===== config.mk =====
export PLATFORM = sky130hd
export DESIGN_NAME = serial_shift_unit
export DESIGN_NICKNAME = d
export VERILOG_FILES = /design/src/rtl/serial_shift_unit.sv
export SDC_FILE = /design/constraint.sdc
export NUM_CORES = 1
export LEC_CHECK = 0
export ABC_AREA = 1
export CORE_ASPECT_RATIO = 0.75
export CORE_MARGIN = 2
export CORE_UTILIZATION = 46
export DETAILED_ROUTE_END_ITERATION = 8
export GPL_TIMING_DRIVEN = 1
export PLACE_DENSITY = 0.75
export SYNTH_ARGS = -nofsm -noshare
export SYNTH_HDL_FRONTEND = slang
export SYNTH_SLANG_ARGS = --single-unit

===== constraint.sdc =====
create_clock -name clk -period 1.4 [get_ports clk]
set_input_delay 0.35 -clock clk [delete_from_list [all_inputs] [get_ports clk]]
set_output_delay 0.35 -clock clk [all_outputs]
set_load 0.03 [all_outputs]

===== src/rtl/serial_shift_unit.sv =====
// rtl/serial_shift_unit.sv - multi-cycle one-bit-per-clock shifter with start/busy/done handshake
module serial_shift_unit #(
    parameter int WIDTH = 16,
    parameter int CNT_W = 4
) (
    input  logic             clk,
    input  logic             rst,
    input  logic             Start,
    input  logic [WIDTH-1:0] Shift_In,
    input  logic [CNT_W-1:0] Shift_Val,
    input  logic [1:0]       Mode,
    output logic             Busy,
    output logic             Done,
    output logic [WIDTH-1:0] Shift_Out,
    output logic             Carry_Out,
    output logic             Zero
);

    localparam logic [1:0] MODE_SRL = 2'b00;
    localparam logic [1:0] MODE_ROL = 2'b01;
    localparam logic [1:0] MODE_SLL = 2'b10;
    localparam logic [1:0] MODE_ROR = 2'b11;

    typedef enum logic [1:0] {
        ST_IDLE  = 2'd0,
        ST_SHIFT = 2'd1,
        ST_DONE  = 2'd2
    } state_t;

    state_t             state;
    state_t             state_next;
    logic [WIDTH-1:0]   work;
    logic [CNT_W-1:0]   cnt;
    logic [1:0]         mode_q;
    logic [WIDTH-1:0]   shifted;
    logic               shift_carry;
    logic               last_shift;

    // The final shift is the one taken while the counter still reads one.
    assign last_shift = (cnt == CNT_W'(1));

    // State register; reset abandons any operation in flight.
    always_ff @(posedge clk) begin
        if (rst) begin
            state <= ST_IDLE;
        end else begin
            state <= state_next;
        end
    end

    // Next-state logic; Start is only looked at while idle.
    always_comb begin
        state_next = state;
        case (state)
            ST_IDLE: begin
                if (Start) begin
                    state_next = (Shift_Val != '0) ? ST_SHIFT : ST_DONE;
                end
            end
            ST_SHIFT: begin
                if (last_shift) begin
                    state_next = ST_DONE;
                end
            end
            ST_DONE: begin
                state_next = ST_IDLE;
            end
            default: begin
                state_next = ST_IDLE;
            end
        endcase
    end

    // One-bit shift of the work register and the bit that leaves it.
    always_comb begin
        shifted     = work;
        shift_carry = 1'b0;
        case (mode_q)
            MODE_SRL: begin
                shifted     = {1'b0, work[WIDTH-1:1]};
                shift_carry = work[0];
            end
            MODE_ROL: begin
                shifted     = {work[WIDTH-2:0], work[WIDTH-1]};
                shift_carry = work[WIDTH-1];
            end
            MODE_SLL: begin
                shifted     = {work[WIDTH-2:0], 1'b0};
                shift_carry = work[WIDTH-1];
            end
            MODE_ROR: begin
                shifted     = {work[0], work[WIDTH-1:1]};
                shift_carry = work[0];
            end
            default: begin
                shifted     = work;
                shift_carry = 1'b0;
            end
        endcase
    end

    // Operand capture, per-cycle shifting, and result load on entry to DONE.
    always_ff @(posedge clk) begin
        if (rst) begin
            work      <= '0;
            cnt       <= '0;
            mode_q    <= MODE_SRL;
            Shift_Out <= '0;
            Carry_Out <= 1'b0;
            Zero      <= 1'b0;
        end else begin
            case (state)
                ST_IDLE: begin
                    if (Start) begin
                        work   <= Shift_In;
                        cnt    <= Shift_Val;
                        mode_q <= Mode;
                        // A zero-length shift goes straight to DONE with the operand unchanged.
                        if (Shift_Val == '0) begin
                            Shift_Out <= Shift_In;
                            Carry_Out <= 1'b0;
                            Zero      <= (Shift_In == '0);
                        end
                    end
                end
                ST_SHIFT: begin
                    work <= shifted;
                    cnt  <= cnt - CNT_W'(1);
                    if (last_shift) begin
                        Shift_Out <= shifted;
                        Carry_Out <= shift_carry;
                        Zero      <= (shifted == '0);
                    end
                end
                default: begin
                end
            endcase
        end
    end

    assign Busy = (state != ST_IDLE);
    assign Done = (state == ST_DONE);

endmodule


Word level (Yosys, flattened, before mapping). Index checks and enable logic that the tools add are counted.

Equality and inequality tests: 9. Reduce and logical (&&, ||, !) cells: 14. Mux-type cells: 22. $add $sub $neg: 1.

Operators by type and width (number): $mux W16 (4); $pmux W16 S2 (2); $pmux W16 S4 (1); $logic_not A16 Y1 (2); $pmux W4 S2 (1); $eq A2 B2 Y1 const B (3); $mux W1 (6); $mux W2 (3); $ne A2 B2 Y1 const B (3); $pmux W1 S2 (3); $reduce_and A2 Y1 (3); $eq A2 B1 Y1 const B (2); $eq A4 B1 Y1 const B (1); $logic_not A2 Y1 (2); $logic_not A4 Y1 (1); $mux W4 (1); $pmux W2 S2 (1); $reduce_and A4 Y1 (1); $reduce_bool A2 Y1 (2); $reduce_bool A4 Y1 (1); $reduce_or A2 Y1 (2); $sub A4 B1 Y4 const B (1).

Output and inout bits: 20. Flip-flop bits (word level): 42. Word-level logic and storage cells: 53.

Longest topological paths before layout.
Word-level depth: 5. Depth in mapped cells: 12. Depth with buffers taken out: 11.

Worst setup path after synthesis. OpenSTA, ideal clock, no wires.

Kind: reg-to-reg. Start: reg mode_q[0]. End: reg Shift_Out[2]. Arrival: 1421 ps. Slack: -148 ps. Clock period less this slack: 1548 ps. Setup time: 128 ps. Data required time: 1272 ps. Path buffers: 1. Stages on the path, launching flop included: 12. Cell sequence: dfxtp_1 > inv_1 > ha_1 > buf_4 > nor2_1 > nor2_1 > nor2_1 > nand2_1 > o21ai_0 > nor2_1 > a21oi_1 > nor2_1.

Longest elaborated chain between the ends: 4. Elaborated cells on any way between the ends: 7. Those cells by class: eq/ne: 3; mux: 3; reduce/logical: 1.

RTL lines: start, declared (RTL line 34) `logic [1:0] mode_q;`; start signal, assigned (RTL line 117) `mode_q <= Mode;`; $eq A2 B2 Y1 (tied with other cells) (RTL line 78) `case (mode_q)`; $pmux W16 S4 * (RTL line 78); $mux W16 * (RTL line 129) `if (last_shift) begin`; $pmux W16 S2 * (RTL line 112) `case (state)`; end signal, assigned (RTL line 120) `Shift_Out <= Shift_In;`; end signal, assigned (RTL line 130) `Shift_Out <= shifted;`; end, declared (RTL line 14) `output logic [WIDTH-1:0] Shift_Out,`.

Every way passes the cells marked *; elsewhere a longest branch is shown, timed or not. The select of a mux whose other input is x is not followed. A chain may end at the register's enable or synchronous reset.

Final worst setup path.
Start: reg mode_q[1]. End: reg Zero.

Longest elaborated chain between the ends: 5. Elaborated cells on any way between the ends: 8. Those cells by class: eq/ne: 3; mux: 3; reduce/logical: 2.

RTL lines: $eq A2 B2 Y1 (tied with other cells) (RTL line 78); $pmux W16 S4 * (RTL line 78); $logic_not A16 Y1 * (RTL line 132) `Zero <= (shifted == '0);`; $mux W1 * (RTL line 129); $pmux W1 S2 * (RTL line 112); end signal, assigned (RTL line 122) `Zero <= (Shift_In == '0);`; end signal, assigned (RTL line 132); end, declared (RTL line 16) `output logic Zero`.

Marks and branches as above.

==> impl_results.md <==
* Yosys top cell by area: dfxtp_1
* Largest family of logic cells by synthesized area: simple AND/OR/NAND/NOR gates
* Initial antenna violation count at 0
* H-tree lvl count at 2
* Via density at 5.96
* Power per Cell Area at between 1000 and 1500 mW/mm^2
* CTS Sinks at 42
* Violated checks: negative setup slack
* Mapped Cells at 338
* DRT iter0 DRCs at between 400 and 500
* Fin crit share at 122%
* Global-route usage over all layers at 27.3%
* Antenna-violating nets left at 0
* Post-route total power at 4.14 mW
* Area share of the largest cell type after synthesis at 37.7%
* Initial Utilization at 48.8%
* Clock skew at 0.00915 ns
* Global-route wire length before repair at 11,700 microns
* Dpl hpwl at about 4700 microns
* Pin count of the biggest net entering global routing at 28
* Largest cells by area after synthesis: dfxtp_1 (38%), nor2_1 (11%), nand2_1 (10%), a21oi_1 (8.7%), o21ai_0 (8.7%)
* Synth cell count leaders: nor2_1 (64), nand2_1 (61), dfxtp_1 (42)
* Layout area overhead at 70.0%
* Core area at 0.00457 sq mm
* Final GP Congestion at slightly below 0.9
* Routed wire length at 9250 microns
* Critical Path Fanout Max at 8
* Clk_lat worst skew at ~0.31 ns
* Pins Over Slew Limit at 0
* EDFF count, synth at 0
* Crit path capture type: flop
* Num CTS Buffers at 5
* Worst r2r src: mode_q[1]
* Main synth FF type: dfxtp_1
* # rows at 21
* Peak Freq at around 580 MHz
* FILL cells at about 290
* Area occupied by registers at 852 sq um
* Placement Setup Slack at -0.333 ns
* CTS Root Cell: clkbuf_8
* Synth Area in XOR/XNOR at less than 1%
* Via count at roughly 2,900
* Most frequent cell after synthesis: nor2_1
* Die height at 64.3 microns
* Hold Buf Count CTS at 0
* Final hold vios at 0
* Final setup viols at 32
* Hold WC Path Type: reg -> reg
* Yosys cell types at 24
* Crit start category: flop
* Remaining DRCs at 0
* Worst slew pin tran at 0.457 ns
* Vias in the first global route at around 2,400
* Slew Limit Headroom at 69.2%
* Crit path DAT at 1.95 ns
* RSZ-0062 raised after global routing: yes
* Number of max-cap violations at 0
* Yosys Warn Count at 0
* CP startpoint: mode_q[1]
* Adder-cell share of the synthesized area at roughly 3.4%
* Clk buf depth at 2
* PortBufs at between 40 and 50
* Proportion of synthesized area in mux cells at 0%
* FF+latch count, synth at 42
* Worst setup margin at -0.311 ns
* Footprint of the multi-input gates at 0.00165 sq mm
* Syn_area_per_cell at 6.60 sq um
* CTS tree: done
* Tmin final at 1.71 ns
* Wire length per cell at 19.0 microns
* IO Pins at 45
* Outcome: complete, but fails checks
* Worst Hold Launch: Shift_Out[14]
* Peak VDD IR at 0.683 mV
* Leakage at 1.66 nW
* Die ar. at between 0.005 and 0.006 sq mm
* Syn Nets at 369
* Die width at 84.4 microns
* CP Data Required Time at 1.64 ns
* Final #Nets at 460
* Synth async-reset ratio at 0%
* Ant diodes at 0
* Simple-gate share of the synthesized area at 27.4%
* Critical path type: reg -> reg
* First-pass DRT Iterations at 7
* Layout cells sized above 1 at roughly 46%
* Worst-path clk slew at 0.09 ns
* Post-synthesis compound-gate area fraction at 20.9%
* Syn Std Cell Area at 0.00223 sq mm
* Seq/Total Area, Yosys at approximately 38%
* Overflow after GRT at 0
power by group:
part | internal, mW | switching [mW]
sequential | 1.32 | 0.119
combinational | 0.796 | 1.06
clock | 0.357 | 0.481
total | 2.48 | 1.66
repair_timing:
| action | 4_1_cts | 5_1_grt |
|---|---|---|
| setup endpoints to repair | 50 | 52 |
| cloned | 1 | 2 |
| pin swaps | 30 | 51 |
| setup buffers | 5 | 12 |
| resized for setup | 116 | 100 |
metal layers:
| metal | GRT usage (%) | part of all wire [%] | up-vias |
|---|---|---|---|
| li1 | - | - | 1288 |
| met1 | 37.2 | 40 | 1349 |
| met2 | 43.6 | 46 | 217 |
| met3 | 5.68 | 9.8 | 50 |
| met4 | 8.33 | 4.4 | 0 |
| met5 | 0 | 0 | - |
cell type report:
type                    count  area share [%]
repair buffers            100            25.7
well taps                  57            1.88
flip-flops and latches     42            22.5
multi-input cells         245            43.4
clock buffers               5            1.81
inverters                  35            4.09
clock inverters             3           0.627
cell families (layout without fill, tap and decap cells):
family / Yosys count / after routing
AO/OA/AOI/OAI: 88 / 88
buffers and inverters: 52 / 143
adder cells (fa/ha/maj): 6 / 6
AND/OR/NAND/NOR: 149 / 150
flip-flops: 42 / 42
XOR/XNOR: 1 / 1
registers in the layout (all words and copies together), names as in the netlist:
| name | count |
|---|---|
| work | 16 |
| Carry_Out | 1 |
| mode_q | 2 |
| cnt | 4 |
| Zero | 1 |
| state | 2 |
| Shift_Out | 16 |
placed cells by master, fill, tap and decap left out, types with 8 or more instances in the layout:
cell type / count
inv_1: 23
buf_6: 15
clkbuf_2: 14
nor2_1: 37
a21oi_2: 9
nor2_2: 19
nand2_4: 9
o21ai_2: 12
dfxtp_1: 37
buf_4: 34
nand2_2: 16
o21ai_0: 22
nand2_1: 39
a21oi_1: 29
nor2_4: 8
buf_12: 8
clkdlybuf4s50_1: 21
nand3_2: 8
critical path, stage by stage (launching register included):
cell	delay, ns
dfxtp_4	0.38
inv_6	0.08
ha_4	0.17
inv_4	0.06
buf_6	0.14
nand2_1	0.10
nor2_2	0.05
a21oi_2	0.18
nand2_1	0.09
nor2_1	0.11
nand3_1	0.11
a21oi_1	0.16
worst paths after layout:
kind	end	slack, ns	depth (start not counted)
worst max-delay path	Zero	-0.31	11
worst max register to register	Zero	-0.31	11
worst min-delay path	Shift_Out[14]	0.45	2
worst min register to register	Shift_Out[14]	0.45	2
per-stage QoR:
step	util [%]	setup TNS, ns	cells	hold WS [ns]	instance area [sq um]
global placement	66.0	-7.95	459	0.436	3020
finish	83.0	-4.54	487	0.446	3790
detailed placement	66.0	-10.02	459	0.438	3020
global route	83.0	-6.21	487	0.465	3790
floorplan	-	0	338	0.444	2280
CTS	74.8	-1.81	473	0.451	3420
Note: power is estimated with default switching activity, not from simulation.
